**src/rtl/ucie_txrx_mode_sequencer_if.sv**
```systemverilog
// Mode-change request and channel-adapter control bundle for
// ucie_txrx_mode_sequencer. The master side is the CSR requester plus the
// traffic monitor. The slave side is the sequencer itself.
interface ucie_txrx_mode_sequencer_if;

  // Request handshake from the synchronized CSR side
  logic       i_req_vld;
  logic [3:0] i_req_mode;
  logic       o_req_rdy;

  // Mainband activity indication (lp_valid | pl_valid | TX FIFO non-empty)
  logic       i_traffic_busy;

  // Controls toward the channel adapter
  logic [3:0] o_txrx_mode;
  logic       o_rxfifo_clr;
  logic       o_ucie_mode_en;

  // Sequencer status
  logic       o_busy;
  logic       o_done;
  logic       o_err;
  logic [1:0] o_err_code;

  modport master (
    output i_req_vld,
    output i_req_mode,
    output i_traffic_busy,
    input  o_req_rdy,
    input  o_txrx_mode,
    input  o_rxfifo_clr,
    input  o_ucie_mode_en,
    input  o_busy,
    input  o_done,
    input  o_err,
    input  o_err_code
  );

  modport slave (
    input  i_req_vld,
    input  i_req_mode,
    input  i_traffic_busy,
    output o_req_rdy,
    output o_txrx_mode,
    output o_rxfifo_clr,
    output o_ucie_mode_en,
    output o_busy,
    output o_done,
    output o_err,
    output o_err_code
  );

endinterface

```
**src/rtl/ucie_txrx_mode_sequencer.sv**
```systemverilog
// Per-channel TX/RX direction change sequencer for the two-channel UCIe
// channel adapter. A requested mode is accepted, mainband traffic is
// drained, and the changing channels are parked at hi-Z for a guard
// interval. The RX FIFO is cleared when a channel turns to RX. The new mode
// then settles before UCIe mode is enabled again. All outputs are registered.
module ucie_txrx_mode_sequencer #(
  parameter int HIZ_CYCLES    = 8,    // 1..255
  parameter int CLR_CYCLES    = 2,    // 1..15
  parameter int SETTLE_CYCLES = 4,    // 1..255
  parameter int DRAIN_TIMEOUT = 255   // 1..65535
) (
  input  logic                         clk,
  input  logic                         rst,
  ucie_txrx_mode_sequencer_if.slave    bus
);

  // Channel field encodings
  localparam logic [1:0] CH_HIZ = 2'b00;
  localparam logic [1:0] CH_RX  = 2'b01;
  localparam logic [1:0] CH_TX  = 2'b10;
  localparam logic [1:0] CH_RSV = 2'b11;

  // Error codes
  localparam logic [1:0] ERR_NONE    = 2'b00;
  localparam logic [1:0] ERR_RSVD    = 2'b01;
  localparam logic [1:0] ERR_TIMEOUT = 2'b10;

  // Sequencer states
  localparam logic [2:0] ST_IDLE   = 3'd0;
  localparam logic [2:0] ST_DRAIN  = 3'd1;
  localparam logic [2:0] ST_HIZ    = 3'd2;
  localparam logic [2:0] ST_CLR    = 3'd3;
  localparam logic [2:0] ST_SETTLE = 3'd4;
  localparam logic [2:0] ST_DONE   = 3'd5;

  // One shared down-counter covers every timed phase, so it is sized for
  // the largest phase length.
  localparam int MAX_A = (HIZ_CYCLES > CLR_CYCLES) ? HIZ_CYCLES : CLR_CYCLES;
  localparam int MAX_B = (SETTLE_CYCLES > DRAIN_TIMEOUT) ? SETTLE_CYCLES : DRAIN_TIMEOUT;
  localparam int MAX_P = (MAX_A > MAX_B) ? MAX_A : MAX_B;
  localparam int CNT_W = $clog2(MAX_P + 1);

  localparam logic [CNT_W-1:0] CNT_ONE    = CNT_W'(1);
  localparam logic [CNT_W-1:0] LD_DRAIN   = CNT_W'(DRAIN_TIMEOUT);
  localparam logic [CNT_W-1:0] LD_HIZ     = CNT_W'(HIZ_CYCLES);
  localparam logic [CNT_W-1:0] LD_CLR     = CNT_W'(CLR_CYCLES);
  localparam logic [CNT_W-1:0] LD_SETTLE  = CNT_W'(SETTLE_CYCLES);

  // Control state
  logic [2:0]       state_q;
  logic [CNT_W-1:0] cnt_q;
  logic [3:0]       tgt_q;       // latched target mode
  logic [1:0]       mask_q;      // per-channel "target differs from current"
  logic             saved_en_q;  // ucie_mode_en before the request, for abort

  // Registered outputs
  logic       req_rdy_q;
  logic [3:0] txrx_mode_q;
  logic       rxfifo_clr_q;
  logic       mode_en_q;
  logic       busy_q;
  logic       done_q;
  logic       err_q;
  logic [1:0] err_code_q;

  // Decoded request and sequence properties
  logic       accept;
  logic       req_reserved;
  logic [1:0] req_mask;
  logic [3:0] hiz_mode;
  logic       need_clr;
  logic       tgt_active;
  logic       cnt_last;

  // Decode the incoming request and the latched target into control flags.
  // NOTE: every signal driven here gets a default first so no branch can leave it unassigned and infer a latch.
  always_comb begin
    accept       = 1'b0;
    req_reserved = 1'b0;
    req_mask     = 2'b00;
    hiz_mode     = txrx_mode_q;
    need_clr     = 1'b0;
    tgt_active   = 1'b0;
    cnt_last     = 1'b0;

    accept       = bus.i_req_vld & req_rdy_q;
    req_reserved = (bus.i_req_mode[1:0] == CH_RSV) | (bus.i_req_mode[3:2] == CH_RSV);
    req_mask[0]  = (bus.i_req_mode[1:0] != txrx_mode_q[1:0]);
    req_mask[1]  = (bus.i_req_mode[3:2] != txrx_mode_q[3:2]);

    // Changing channels are parked at hi-Z; the others keep their mode.
    hiz_mode[1:0] = mask_q[0] ? CH_HIZ : txrx_mode_q[1:0];
    hiz_mode[3:2] = mask_q[1] ? CH_HIZ : txrx_mode_q[3:2];

    // The FIFO clear only runs when a channel actually turns to RX.
    need_clr   = (mask_q[0] & (tgt_q[1:0] == CH_RX)) |
                 (mask_q[1] & (tgt_q[3:2] == CH_RX));
    tgt_active = (tgt_q[1:0] == CH_RX) | (tgt_q[1:0] == CH_TX) |
                 (tgt_q[3:2] == CH_RX) | (tgt_q[3:2] == CH_TX);

    cnt_last   = (cnt_q == CNT_ONE);
  end

  // Sequencer FSM, shared phase counter and registered outputs.
  // NOTE: registers update with <= so each one samples pre-edge values regardless of statement order.
  always_ff @(posedge clk) begin
    if (rst) begin
      state_q      <= ST_IDLE;
      cnt_q        <= '0;
      tgt_q        <= 4'b0000;
      mask_q       <= 2'b00;
      saved_en_q   <= 1'b0;
      req_rdy_q    <= 1'b1;
      txrx_mode_q  <= 4'b0000;
      rxfifo_clr_q <= 1'b0;
      mode_en_q    <= 1'b0;
      busy_q       <= 1'b0;
      done_q       <= 1'b0;
      err_q        <= 1'b0;
      err_code_q   <= ERR_NONE;
    end else begin
      // Completion and error indications are single-cycle pulses.
      done_q <= 1'b0;
      err_q  <= 1'b0;

      case (state_q)
        ST_IDLE: begin
          if (accept) begin
            if (req_reserved) begin
              // Rejected: nothing but the error status changes.
              err_q      <= 1'b1;
              err_code_q <= ERR_RSVD;
            end else if (req_mask == 2'b00) begin
              // Already in the requested mode: complete without a sequence.
              err_code_q <= ERR_NONE;
              done_q     <= 1'b1;
            end else begin
              err_code_q <= ERR_NONE;
              tgt_q      <= bus.i_req_mode;
              mask_q     <= req_mask;
              saved_en_q <= mode_en_q;
              mode_en_q  <= 1'b0;
              busy_q     <= 1'b1;
              req_rdy_q  <= 1'b0;
              cnt_q      <= LD_DRAIN;
              state_q    <= ST_DRAIN;
            end
          end
        end

        ST_DRAIN: begin
          if (!bus.i_traffic_busy) begin
            txrx_mode_q <= hiz_mode;
            cnt_q       <= LD_HIZ;
            state_q     <= ST_HIZ;
          end else if (cnt_last) begin
            // Traffic never drained: abandon the request and restore enable.
            err_q      <= 1'b1;
            err_code_q <= ERR_TIMEOUT;
            mode_en_q  <= saved_en_q;
            busy_q     <= 1'b0;
            req_rdy_q  <= 1'b1;
            state_q    <= ST_IDLE;
          end else begin
            cnt_q <= cnt_q - CNT_ONE;
          end
        end

        ST_HIZ: begin
          if (cnt_last) begin
            if (need_clr) begin
              rxfifo_clr_q <= 1'b1;
              cnt_q        <= LD_CLR;
              state_q      <= ST_CLR;
            end else begin
              txrx_mode_q <= tgt_q;
              cnt_q       <= LD_SETTLE;
              state_q     <= ST_SETTLE;
            end
          end else begin
            cnt_q <= cnt_q - CNT_ONE;
          end
        end

        ST_CLR: begin
          if (cnt_last) begin
            rxfifo_clr_q <= 1'b0;
            txrx_mode_q  <= tgt_q;
            cnt_q        <= LD_SETTLE;
            state_q      <= ST_SETTLE;
          end else begin
            cnt_q <= cnt_q - CNT_ONE;
          end
        end

        ST_SETTLE: begin
          if (cnt_last) begin
            // UCIe mode only comes back if some channel is actively used.
            mode_en_q <= tgt_active;
            done_q    <= 1'b1;
            state_q   <= ST_DONE;
          end else begin
            cnt_q <= cnt_q - CNT_ONE;
          end
        end

        ST_DONE: begin
          busy_q    <= 1'b0;
          req_rdy_q <= 1'b1;
          state_q   <= ST_IDLE;
        end

        default: begin
          rxfifo_clr_q <= 1'b0;
          busy_q       <= 1'b0;
          req_rdy_q    <= 1'b1;
          state_q      <= ST_IDLE;
        end
      endcase
    end
  end

  assign bus.o_req_rdy      = req_rdy_q;
  assign bus.o_txrx_mode    = txrx_mode_q;
  assign bus.o_rxfifo_clr   = rxfifo_clr_q;
  assign bus.o_ucie_mode_en = mode_en_q;
  assign bus.o_busy         = busy_q;
  assign bus.o_done         = done_q;
  assign bus.o_err          = err_q;
  assign bus.o_err_code     = err_code_q;

endmodule

```
**src/flat_wrapper.sv**
```systemverilog
// flat-port wrapper written by rule: the top's interface ports become plain ports
module ucie_txrx_mode_sequencer_flat 
#(
  parameter int HIZ_CYCLES    = 8,             
  parameter int CLR_CYCLES    = 2,            
  parameter int SETTLE_CYCLES = 4,             
  parameter int DRAIN_TIMEOUT = 255              
)
  (clk, rst, bus_i_req_vld, bus_i_req_mode, bus_i_traffic_busy, bus_o_req_rdy, bus_o_txrx_mode, bus_o_rxfifo_clr, bus_o_ucie_mode_en, bus_o_busy, bus_o_done, bus_o_err, bus_o_err_code);
  ucie_txrx_mode_sequencer_if bus_i ();
  input  logic clk;
  input  logic rst;
  input wire logic [$bits(bus_i.i_req_vld)-1:0] bus_i_req_vld;
  input wire logic [$bits(bus_i.i_req_mode)-1:0] bus_i_req_mode;
  input wire logic [$bits(bus_i.i_traffic_busy)-1:0] bus_i_traffic_busy;
  output wire logic [$bits(bus_i.o_req_rdy)-1:0] bus_o_req_rdy;
  output wire logic [$bits(bus_i.o_txrx_mode)-1:0] bus_o_txrx_mode;
  output wire logic [$bits(bus_i.o_rxfifo_clr)-1:0] bus_o_rxfifo_clr;
  output wire logic [$bits(bus_i.o_ucie_mode_en)-1:0] bus_o_ucie_mode_en;
  output wire logic [$bits(bus_i.o_busy)-1:0] bus_o_busy;
  output wire logic [$bits(bus_i.o_done)-1:0] bus_o_done;
  output wire logic [$bits(bus_i.o_err)-1:0] bus_o_err;
  output wire logic [$bits(bus_i.o_err_code)-1:0] bus_o_err_code;
  assign bus_i.i_req_vld = bus_i_req_vld;
  assign bus_i.i_req_mode = bus_i_req_mode;
  assign bus_i.i_traffic_busy = bus_i_traffic_busy;
  assign bus_o_req_rdy = bus_i.o_req_rdy;
  assign bus_o_txrx_mode = bus_i.o_txrx_mode;
  assign bus_o_rxfifo_clr = bus_i.o_rxfifo_clr;
  assign bus_o_ucie_mode_en = bus_i.o_ucie_mode_en;
  assign bus_o_busy = bus_i.o_busy;
  assign bus_o_done = bus_i.o_done;
  assign bus_o_err = bus_i.o_err;
  assign bus_o_err_code = bus_i.o_err_code;
  ucie_txrx_mode_sequencer #(.HIZ_CYCLES(HIZ_CYCLES), .CLR_CYCLES(CLR_CYCLES), .SETTLE_CYCLES(SETTLE_CYCLES), .DRAIN_TIMEOUT(DRAIN_TIMEOUT)) u_core (.clk(clk), .rst(rst), .bus(bus_i));
endmodule
```
**config.mk**
```make
export PLATFORM = sky130hd
export DESIGN_NAME = ucie_txrx_mode_sequencer_flat
export DESIGN_NICKNAME = d
export VERILOG_FILES = /design/src/rtl/ucie_txrx_mode_sequencer_if.sv /design/src/rtl/ucie_txrx_mode_sequencer.sv /design/src/flat_wrapper.sv
export SDC_FILE = /design/constraint.sdc
export NUM_CORES = 1
export LEC_CHECK = 0
export ABC_CLOCK_PERIOD_IN_PS = 3400
export BUFFER_PORTS_ARGS = -buffer_cell sky130_fd_sc_hd__buf_2
export CORE_MARGIN = 8
export CORE_UTILIZATION = 61
export CTS_CLUSTER_SIZE = 10
export DETAILED_ROUTE_END_ITERATION = 12
export PLACE_DENSITY = 0.93
export SYNTH_ARGS = -nofsm -noshare
export SYNTH_HDL_FRONTEND = slang
export SYNTH_SLANG_ARGS = --single-unit
```
**constraint.sdc**
```tcl
create_clock -name clk -period 3.4 [get_ports clk]
set_clock_uncertainty 0.1 [all_clocks]
set_input_delay 0.17 -clock clk [delete_from_list [all_inputs] [get_ports clk]]
set_output_delay 0.17 -clock clk [all_outputs]
set_load 0.02 [all_outputs]
```
# --- After elaboration in Yosys (flattened, before gate mapping) ---
# Index checks and enable logic that the tools add are counted.
word_totals:
  register_bits: 30
  in_bits: 8
  output_inout_bits: 12
  wordCells: 131
classes:
  addsub: 1
  eq_ne: 28
  n_mux: 59
  bitwise_logic: 12
  reduce_logical: 17
op_table:
  columns: ["op", "n"]
  rows:
  - ["$mux 8", 7]
  - ["$pmux 8 s5", 1]
  - ["$mux 3", 10]
  - ["$mux 1", 23]
  - ["$reduce_and 6->1", 3]
  - ["$mux 4", 4]
  - ["$ne 2x1->1 const B", 8]
  - ["$reduce_and 4->1", 4]
  - ["$pmux 3 s5", 1]
  - ["$reduce_and 7->1", 2]
  - ["$pmux 1 s3", 4]
  - ["$pmux 4 s3", 1]
  - ["$mux 2", 5]
  - ["$ne 2x2->1 const B", 5]
  - ["$eq 2x2->1 const B", 4]
  - ["$eq 8x1->1 const B", 1]
  - ["$sub 8x1->8 const B", 1]
  - ["$eq 3x2->1 const B", 2]
  - ["$eq 3x3->1 const B", 2]
  - ["$reduce_bool 3->1", 2]
  - ["$or 1x1->1", 5]
  - ["$reduce_bool 5->1", 1]
  - ["$eq 2x1->1 const B", 2]
  - ["$ne 2x2->1", 2]
  - ["11 further kinds", 17]

# --- Longest topological paths before layout ---
# Gate-level depths: netlist of run 1.
depth:
  ltp_word: 6
  depth_mapped: 12
  mapped_depth_nobuf: 11

# --- Worst setup path after synthesis of run 1 ---
# Ideal clock, no wire load.
synth_timing:
  kind: "register -> register"
  start: "register u_core.cnt_q[1]"
  end: "register u_core.cnt_q[0]"
  setup_time_ps: 86
  t_arrival_ps: 1955
  t_required_ps: 3214
  setup_slack_ps: 1260
  stages_incl_launch_ff: 13
  path_buffers: 1
  synth_period_minus_slack_ps: 2140
  path_cell_list: "dfxtp_1 inv_1 ha_1 nor3b_1 and2_1 buf_4 inv_4 ha_1 a21oi_1 a21oi_1 nor2_1 a211oi_1 a211oi_1"
synth_between:
  elab_chain_cells: 4
  word_cells_on_any_way: 6
  classes_between: "1 x eq/ne; 5 x mux"
synth_lines:
  columns: ["element", "line_no", "source"]
  rows:
  - ["start: declaration", "ucie_txrx_mode_sequencer.sv:51", "logic [CNT_W-1:0] cnt_q;"]
  - ["start signal: assignment", "ucie_txrx_mode_sequencer.sv:165", "cnt_q <= cnt_q - CNT_ONE;"]
  - ["start signal: assignment", "ucie_txrx_mode_sequencer.sv:181", "cnt_q <= cnt_q - CNT_ONE;"]
  - ["start signal: assignment", "ucie_txrx_mode_sequencer.sv:192", "cnt_q <= cnt_q - CNT_ONE;"]
  - ["$eq 8x1->1 *", "ucie_txrx_mode_sequencer.sv:101", "cnt_last = (cnt_q == CNT_ONE);"]
  - ["$mux 8 (2 in a row)", null, null]
  - ["$pmux 8 s5 *", "ucie_txrx_mode_sequencer.sv:126", "case (state_q)"]
# Every way passes the cells marked *; elsewhere a longest branch is shown, timed or not.
# A chain may end at the register's enable or synchronous reset.

# --- Worst setup path in the final report of run 1 ---
# Ends and elaborated chain as after synthesis.

==> results.toml, run 1 <==
[die]
start_util_pct = 62.6
ios = 20
rows = 19
core-area_um2 = 2690
die_x_um = 68.5
die_area_um2 = 4690
fp.dieH_um = 68.5

[setup_path]
end_kind = "flip-flop"
required_ns = 3.51
worstReg2RegStart = "u_core.cnt_q[1]$_SDFFE_PP0P_"
timing.rr.end = "u_core.cnt_q[0]$_SDFFE_PP0P_"
cp_max_fo = 9
r2r_slack_ns = 0.84
crit_arrival_ns = 2.67
critPathKind = "flip-flop to flip-flop"
start_kind = "flip-flop"
worst-r2r-cell-count = 11

[sta]
maxSlewViolCount = 0
period_share_pct = 75.3
worst_pin_slew_ns = 0.731
fin_crit_ns = 2.56
hold_viol = 0
setup_slack_ns = 0.838
timing.fmax_mhz = 390
relSlewSlack_pct = 51.2
tns_ns = 0
rsz0062_at_grt = "no"
setup_viol = 0

[grt]
grt_max_degree = 31
antenna_found_initial = 0
grt_pass1_vias = 1396
grt-ovfl-total = 0
grt_pass1_wl_um = 6550
track_usage_pct = 18.6

[power_and_ir_drop]
p_int_mw = 0.696
power_density_nw_per_um2 = 640
p_total_mw = 1.17
p_switching_mw = 0.472
power_frac_comb_pct = 38.8
peakVddDrop_v = 0.000557
p_seq_share_pct = 43.0
p_sw_share_pct = 40.4
pwr-share-clk_pct = 18.2
p_leak_nw = 0.730

[cts]
clkSinkCount = 30
cts_resized = 0
clk_path_buf_depth = 2
clock_latency_ns = 0.34
cts.htree.levels = 2
clkSlewWorstSetupHoldPaths_ns = 0.10
post-cts-setup-buffer-count = 0
clockRootBuffer = "clkbuf_4"
cts_buffers = 5
postCtsHoldBufs = 0
cts_tree = "done"

[detailed_routing]
top_layer = "met4"
drtAntennaViolNets = 0
firstDrtPassIters = 4
wl_um = 3950
vias_per_cell = 6.31
drtIter0Drc = 119
drt-met1-wl_um = 1750
drc = 0
wl_met2_um = 1820
via_count = 1570
dr_wl_met3_um = 290
wl_per_cell_um = 15.9

[placement]
io_buffers = 19
routabilityCongestion = 0.867
pre_cts_slack_ns = 0.922
placedInstanceArea_um2 = 1770
dp_hpwl_um = 2880

[layout]
fin_area_um2 = 1830
finalNetCount = 231
area_delta_synth_final_pct = 8.64
diodes = 0
drive_gt1_share_pct = 15.6

[flow_run]
drv_cap = 0

[synth]
yosysWarnings = 0
ys_types = 50
synth_fp_nets = 214
syn_inst = 202
syn_area_um2 = 1680
avgSynthCellArea_um2 = 8.32
async_flop_share_pct = 0
ys_ff_latch = 30
ys_seq_area_share_pct = 35.7
ys.flop_type = "dfxtp_1"
synth_edf_count = 0

[run_status]
status = "complete, no violations"

[hold_path]
holdCritPathClass = "input port to flip-flop"
min_from = "bus_i_req_mode[3]"
hold-path-endpoint = "u_core.tgt_q[3]$_SDFFE_PP0P_"
hold_depth = 3
==> power by group through the flow <==
stage	combinational [mW]	clock, mW	sequential, mW
floorplan	0.364	0	0.487
global placement	0.431	0	0.504
detailed placement	0.445	0	0.508
CTS	0.450	0.213	0.500
global route	0.509	0.230	0.511
finish	0.453	0.213	0.502
==> synthesized netlist by cell type, types with 3 or more instances <==
cell,instances,area share (%)
dfxtp_1,30,36
ha_1,4,3.0
clkbuf_1,5,1.1
nor3_1,5,1.5
nand2_1,16,3.6
xnor2_1,5,2.6
mux2i_1,6,3.6
inv_1,10,2.2
o21ai_1,4,1.2
nand2b_1,3,1.1
o21ai_0,6,1.8
a21o_1,4,1.8
nor2_1,21,4.7
a32o_1,4,2.4
and2_1,3,1.1
nand3_1,5,1.5
a211oi_1,6,2.7
a21oi_1,20,6.0
nor2b_1,6,2.2
==> logic make-up after synthesis <==
logic type	synth area share [%]
compound gates	26.4
fa+ha+maj	2.98
buf+inv	4.99
flops	35.7
simple gates	21.8
xor+xnor	3.13
mux	4.91
==> state kept, by name (all words and copies together) (netlist names) <==
name                       cells
u_core.bus.o_busy              1
u_core.bus.o_done              1
u_core.bus.o_err               1
u_core.bus.o_err_code          2
u_core.bus.o_req_rdy           1
u_core.bus.o_rxfifo_clr        1
u_core.bus.o_txrx_mode         4
u_core.bus.o_ucie_mode_en      1
u_core.cnt_q                   8
u_core.mask_q                  2
u_core.saved_en_q              1
u_core.state_q                 3
u_core.tgt_q                   4
==> layer usage <==
| metal | global-route usage [%] | up-vias |
|---|---|---|
| met5 | 0 | - |
| met4 | 7.67 | 0 |
| met3 | 5.73 | 8 |
| met2 | 28.3 | 60 |
| met1 | 23.9 | 738 |
| li1 | - | 764 |
==> cell usage in the layout, fill, tap and decap left out, drive strengths merged, types with 3 or more instances in the layout <==
master / Yosys / routed
a32o: 4 / 4
nand2b: 3 / 3
inv: 11 / 11
a21oi: 20 / 20
dfxtp: 30 / 30
nand3: 5 / 5
mux2i: 6 / 6
xnor2: 5 / 5
o21ai: 10 / 10
ha: 4 / 4
clkbuf: 5 / 6
a211oi: 6 / 6
nor2b: 6 / 6
nor2: 21 / 21
a21o: 4 / 4
buf: 4 / 19
nand2: 16 / 16
nor3: 5 / 5
and2: 3 / 3
==> area by class of cell <==
| class | instances | area [um^2] |
|---|---|---|
| tap | 31 | 38.8 |
| inverter | 11 | 43.8 |
| sequential | 30 | 601 |
| multi-input combinational | 152 | 996 |
| fill | 227 | 861 |
| clock buffer | 6 | 51.3 |
| timing repair buffer | 19 | 95.1 |
==> worst max-delay path, cell delays in order, from the launching register on <==
cell and delay, ns:
dfxtp_1 0.32, inv_1 0.10, ha_1 0.16, nor3b_1 0.41, and2_1 0.43, inv_4 0.08
ha_1 0.30, a21oi_1 0.06, a21oi_1 0.15, nor2_1 0.05, a211oi_1 0.18, a211oi_1 0.07
==> how the worst max path moves through the flow <==
stage	from	endpoint	slack, ns	cells past startpoint
CTS	u_core.cnt_q[1]$_SDFFE_PP0P_	u_core.cnt_q[0]$_SDFFE_PP0P_	0.86	11
global route	u_core.cnt_q[1]$_SDFFE_PP0P_	u_core.cnt_q[0]$_SDFFE_PP0P_	0.59	11
global placement	u_core.cnt_q[1]$_SDFFE_PP0P_	u_core.cnt_q[0]$_SDFFE_PP0P_	1.03	11
finish	u_core.cnt_q[1]$_SDFFE_PP0P_	u_core.cnt_q[0]$_SDFFE_PP0P_	0.84	11
floorplan	u_core.cnt_q[1]$_SDFFE_PP0P_	u_core.cnt_q[0]$_SDFFE_PP0P_	1.26	12
detailed placement	u_core.cnt_q[1]$_SDFFE_PP0P_	u_core.cnt_q[0]$_SDFFE_PP0P_	0.92	11
==> metrics by stage <==
step	instances	utilization (%)	hold slack [ns]
detailed placement	243	66.0	0.340
global placement	243	66.0	0.333
floorplan	202	-	0.214
CTS	249	68.0	0.0629
global route	249	68.0	0.0626
finish	249	68.0	0.0651
(Power assumes the default switching activity.)
==> run 2, diff against run 1 <==
- ABC_CLOCK_PERIOD_IN_PS: 3400 -> 2200
- CORE_UTILIZATION: 61 -> 51
- PLACE_DENSITY: 0.93 -> 0.84
- clock period: 3.4 -> 2.2 ns (I/O delays scaled with it)
==> results.toml, run 2 (synthesis results as in run 1) <==
[run_status]
status = "complete, no violations"

[layout]
final_cell_mix = "dfxtp_1 (30), nor2_1 (21), a21oi_1 (20)"
largest_reg_flops = 8
top_register = "u_core.cnt_q"
finalNetCount = 246
area_delta_synth_final_pct = 19.8
fin_area_um2 = 2010
diodes = 0
mostFrequentLayoutCell = "dfxtp_1"
fillers = 308
drive_gt1_share_pct = 21.4
fin_cells = 280
fin_util_pct = 61.8

[cts]
cts_buffers = 5
cts_tree = "done"
clk_path_buf_depth = 2
clkSinkCount = 30
clkSlewWorstSetupHoldPaths_ns = 0.10
cts.htree.levels = 2
clock_latency_ns = 0.34
clockRootBuffer = "clkbuf_4"

[setup_path]
critPathSlowestCell = "dfxtp_1"
end_kind = "flip-flop"
critPathMaxStageDelay_ns = 0.37
crit_chain = "nor4_4 -> and2_4 -> buf_4 -> buf_4 -> o211a_2 -> o21ai_1 -> a32o_1"
required_ns = 2.34
crit_top_cell = "buf_4"
start_kind = "flip-flop"
cp_max_fo = 8
r2r_slack_ns = 0.15
critPathKind = "flip-flop to flip-flop"
worst-r2r-cell-count = 7
path_buf_inv = 2
critical_path.top_delay_family = "compound AO/OA/AOI/OAI gates"
crit_arrival_ns = 2.19
worstReg2RegStart = "u_core.cnt_q[6]$_SDFFE_PP0P_"
timing.rr.end = "u_core.bus.o_txrx_mode[0]$_SDFFE_PP0P_"

[placement]
io_buffers = 19
placedInstanceArea_um2 = 1860
placedCellCount = 267
routabilityCongestion = 0.831
dp_hpwl_um = 2960
pre_cts_slack_ns = 0.0274

[die]
core-area_um2 = 3260
die_x_um = 73.4
fp.dieH_um = 73.4
start_util_pct = 51.6
rows = 21
ios = 20
die_area_um2 = 5390

[detailed_routing]
firstDrtPassIters = 4
drc = 0
drtAntennaViolNets = 0
wl_per_cell_um = 14.7
drtIter0Drc = 196
via_count = 1602
wl_um = 4120
vias_per_cell = 5.72

[sta]
timing.fmax_mhz = 487
setup_slack_ns = 0.148
tns_ns = 0
hold_viol = 0
fin_crit_ns = 2.05
maxSlewViolCount = 0
hold_ws_ns = 0.0412
worst_pin_slew_ns = 0.593
period_share_pct = 93.3
setup_viol = 0
relSlewSlack_pct = 60.5

[hold_path]
hold_depth = 3
holdCritPathClass = "input port to flip-flop"
hold-path-endpoint = "u_core.bus.o_err$_SDFF_PP0_"
min_from = "bus_i_traffic_busy"

[flow_run]
drv_cap = 0

[grt]
grt-ovfl-total = 0
grt_pass1_vias = 1569
grt_pass1_wl_um = 7010
antenna_found_initial = 0
grt_max_degree = 31
track_usage_pct = 16.8

[power_and_ir_drop]
peakVddDrop_v = 0.000556
power_density_nw_per_um2 = 1010
p_leak_nw = 0.820
p_total_mw = 2.03
-- run 2: worst max-delay path by stage --
| stage | slack [ns] | cells past startpoint | end | from |
|---|---|---|---|---|
| after global routing | -0.0006 | 9 | u_core.cnt_q[0]$_SDFFE_PP0P_ | u_core.cnt_q[6]$_SDFFE_PP0P_ |
| after CTS | 0.08 | 11 | u_core.cnt_q[0]$_SDFFE_PP0P_ | u_core.cnt_q[1]$_SDFFE_PP0P_ |
| final | 0.15 | 7 | u_core.bus.o_txrx_mode[0]$_SDFFE_PP0P_ | u_core.cnt_q[6]$_SDFFE_PP0P_ |
| after detailed placement | 0.03 | 11 | u_core.cnt_q[0]$_SDFFE_PP0P_ | u_core.cnt_q[1]$_SDFFE_PP0P_ |
| after global placement | 0.16 | 11 | u_core.cnt_q[0]$_SDFFE_PP0P_ | u_core.cnt_q[1]$_SDFFE_PP0P_ |
| after floorplan | 0.06 | 12 | u_core.cnt_q[0]$_SDFFE_PP0P_ | u_core.cnt_q[1]$_SDFFE_PP0P_ |
-- run 2: tightest hold or removal path, cell delays in order --
cell and delay (ns):
buf_2 0.13, nand3_1 0.10, a2111oi_0 0.09
-- run 2: routing by layer --
layer | vias up | GRT usage, % | share of wire, %
met2 | 37 | 27.7 | 49
met1 | 761 | 18.6 | 44
met5 | - | 0 | 0
met3 | 8 | 5.32 | 4.7
met4 | 0 | 9.31 | 1.9
li1 | 796 | - | -
-- run 2: layout make-up --
cell class              count  area [um^2]  share of cell area [%]
clock buffers               6         51.3                    2.55
clock inverters             1         30.0                    1.49
inverters                  11         43.8                    2.18
multi-input cells         152         1010                    50.3
flip-flops and latches     30          601                    29.8
well taps                  46         57.6                    2.86
repair buffers             34          218                    10.8
-- run 2: timing repair --
action | in CTS | in global routing
setup endpoints to repair | 1 | 1
hold buffers | 4 | 0
hold endpoints to repair | 4 | 0
pin swaps | 0 | 3
gates resized for setup | 1 | 4
setup buffers | 0 | 2
gates cloned | 0 | 0
-- run 2: report_power, final --
part | total [mW] | leakage [nW] | internal (mW) | switching (mW)
clock network | 0.465 | 0.0443 | 0.264 | 0.201
logic | 0.813 | 0.530 | 0.366 | 0.447
registers | 0.751 | 0.246 | 0.636 | 0.115
==> run 3, diff against run 2 <==
- ABC_AREA: not set -> 1
- CORE_UTILIZATION: 51 -> 52
- PLACE_DENSITY: 0.84 -> 0.85
==> results.toml, run 3 <==
[run_status]
status = "complete, no violations"

[cts]
clkSlewWorstSetupHoldPaths_ns = 0.10
cts.htree.levels = 2
clockRootBuffer = "clkbuf_4"
cts_tree = "done"
post-cts-setup-buffer-count = 0
cts_buffers = 5
clk_path_buf_depth = 2
clock_latency_ns = 0.34
clkSinkCount = 30

[setup_path]
worst-r2r-cell-count = 11
startpoint = "u_core.cnt_q[1]$_SDFFE_PP0P_"
r2r_slack_ns = 0.40
critPathCapture = "u_core.bus.o_txrx_mode[0]$_SDFFE_PP0P_"
start_kind = "flip-flop"
cp_max_fo = 6
required_ns = 2.35
critPathKind = "flip-flop to flip-flop"
worstReg2RegStart = "u_core.cnt_q[1]$_SDFFE_PP0P_"
end_kind = "flip-flop"
timing.rr.end = "u_core.bus.o_txrx_mode[0]$_SDFFE_PP0P_"
crit_arrival_ns = 1.95

[power_and_ir_drop]
p_int_mw = 1.34
pwr-share-clk_pct = 11.6
power_density_nw_per_um2 = 1340
peakVddDrop_v = 0.000656
power_frac_comb_pct = 56.6
p_total_mw = 2.68
p_leak_nw = 0.990
p_switching_mw = 1.34
p_sw_share_pct = 49.9
p_seq_share_pct = 31.7

[synth]
synth_common_cells = "nand2_1 (87), nor2_1 (36), dfxtp_1 (30), inv_1 (25), a21oi_1 (24)"
ys_types = 28
synth_fp_nets = 290
avgSynthCellArea_um2 = 6.46
yosysWarnings = 0
syn_inst = 278
synth_edf_count = 0
ys_seq_area_share_pct = 33.4
syn_area_um2 = 1800
synth_top_area_cell = "dfxtp_1"
synthMostInstantiatedCell = "nand2_1"
yosys-top-cells-area = "dfxtp_1 (33%), nand2_1 (18%), nor2_1 (7.5%), a21oi_1 (6.7%), inv_1 (5.2%)"
async_flop_share_pct = 0
yosys.area.top_type_share_pct = 33.4
ys_ff_latch = 30
ys.flop_type = "dfxtp_1"

[detailed_routing]
firstDrtPassIters = 4
wl_per_cell_um = 12.0
wl_um = 4180
drtIter0Drc = 181
vias_per_cell = 5.09
via_count = 1775
drtAntennaViolNets = 0
drc = 0

[layout]
mostFrequentLayoutCell = "nand2_1"
fin_cells = 349
final_cell_mix = "nand2_1 (87), nor2_1 (36), dfxtp_1 (30)"
drive_gt1_share_pct = 18.5
largest_reg_flops = 8
diodes = 0
top_register = "u_core.cnt_q"
fillers = 328
finalNetCount = 315
area_delta_synth_final_pct = 11.4

[hold_path]
holdCritPathClass = "input port to flip-flop"

[die]
core-area_um2 = 3340
ios = 20
die_area_um2 = 5590
fp.dieH_um = 74.8
die_x_um = 74.8
rows = 21
start_util_pct = 53.8

[placement]
dp_hpwl_um = 3140
routabilityCongestion = 0.886
io_buffers = 19
pre_cts_slack_ns = 0.420
placedCellCount = 340

[sta]
rsz0062_at_grt = "no"
setup_slack_ns = 0.402
hold_viol = 0
relSlewSlack_pct = 64.0
fin_crit_ns = 1.80
period_share_pct = 81.7
tns_ns = 0
worst_pin_slew_ns = 0.536
maxSlewViolCount = 0
timing.fmax_mhz = 556
setup_viol = 0

[flow_run]
drv_cap = 0

[grt]
track_usage_pct = 17.5
grt_pass1_wl_um = 7650
grt_max_degree = 19
antenna_found_initial = 0
grt-ovfl-total = 0
grt_pass1_vias = 1761
-- run 3: area by class of cell --
| class | instances | area [um^2] | share of cell area (%) |
|---|---|---|---|
| inverters | 34 | 133 | 6.63 |
| well taps | 46 | 57.6 | 2.88 |
| repair buffers | 21 | 115 | 5.75 |
| multi-input cells | 211 | 1050 | 52.3 |
| flip-flops and latches | 30 | 601 | 30.0 |
| clock buffers | 5 | 37.5 | 1.88 |
| clock inverters | 2 | 10.0 | 0.500 |
-- run 3: routing by layer --
metal,up-vias,wire [um],global-route usage [%]
met5,-,0,0
met4,0,99,10.0
met3,11,213,3.73
met2,48,1920,27.3
met1,789,1950,21.7
li1,927,-,-
-- run 3: timing repair --
item	in CTS	in global routing
endpoints found under the hold margin	2	0
hold buffers	2	0
resized for setup	0	0
-- run 3: worst min-delay path by stage --
stage	start	end	slack [ns]	depth (start not counted)
4_1_cts	bus_i_req_mode[2]	u_core.tgt_q[2]$_SDFFE_PP0P_	0.008	3
3_5_place_dp	bus_i_req_mode[1]	u_core.tgt_q[1]$_SDFFE_PP0P_	0.33	3
5_1_grt	bus_i_req_mode[2]	u_core.tgt_q[2]$_SDFFE_PP0P_	0.02	3
2_1_floorplan	rst	u_core.bus.o_done$_SDFF_PP0_	0.08	1
3_3_place_gp	bus_i_req_mode[0]	u_core.tgt_q[0]$_SDFFE_PP0P_	0.33	3
6_report	bus_i_req_mode[2]	u_core.tgt_q[2]$_SDFFE_PP0P_	0.01	3
-- run 3: power by group through the flow --
stage | Sequential [mW] | Combinational, mW | Clock, mW
2_1_floorplan | 0.914 | 1.12 | 0
3_3_place_gp | 0.852 | 1.46 | 0
3_5_place_dp | 0.861 | 1.49 | 0
4_1_cts | 0.848 | 1.50 | 0.316
5_1_grt | 0.876 | 1.74 | 0.342
6_report | 0.850 | 1.52 | 0.312
-- run 3: logic make-up (layout without fill, tap and decap cells) --
group                    count (synthesis)  in the layout  share of synthesized area (%)
AND/OR/NAND/NOR                        166            166                           42.6
flip-flops                              30             30                           33.4
buffers and inverters                   37             62                           8.22
adder cells (fa/ha/maj)                  4              4                           2.79
AO/OA/AOI/OAI                           38             38                           11.4
XOR/XNOR                                 3              3                           1.46
-- run 3: worst max-delay path, stage by stage, from the launching register on --
cell and delay [ns]:
dfxtp_1 0.30, inv_1 0.10, ha_1 0.15, nand2_1 0.10
nor2_2 0.23, inv_2 0.13, nand2_2 0.12, nand3_2 0.09
nor2_2 0.19, nand2_1 0.07, nand2_1 0.06, nor2_1 0.05
-- run 3: through the flow --
| stage | utilization (%) | hold slack (ns) | instance area (um^2) |
|---|---|---|---|
| floorplan | - | 0.0791 | 1800 |
| global placement | 57.9 | 0.333 | 1930 |
| detailed placement | 57.9 | 0.330 | 1930 |
| CTS | 60.0 | 0.00786 | 2000 |
| global route | 60.0 | 0.0183 | 2000 |
| finish | 60.0 | 0.0115 | 2000 |
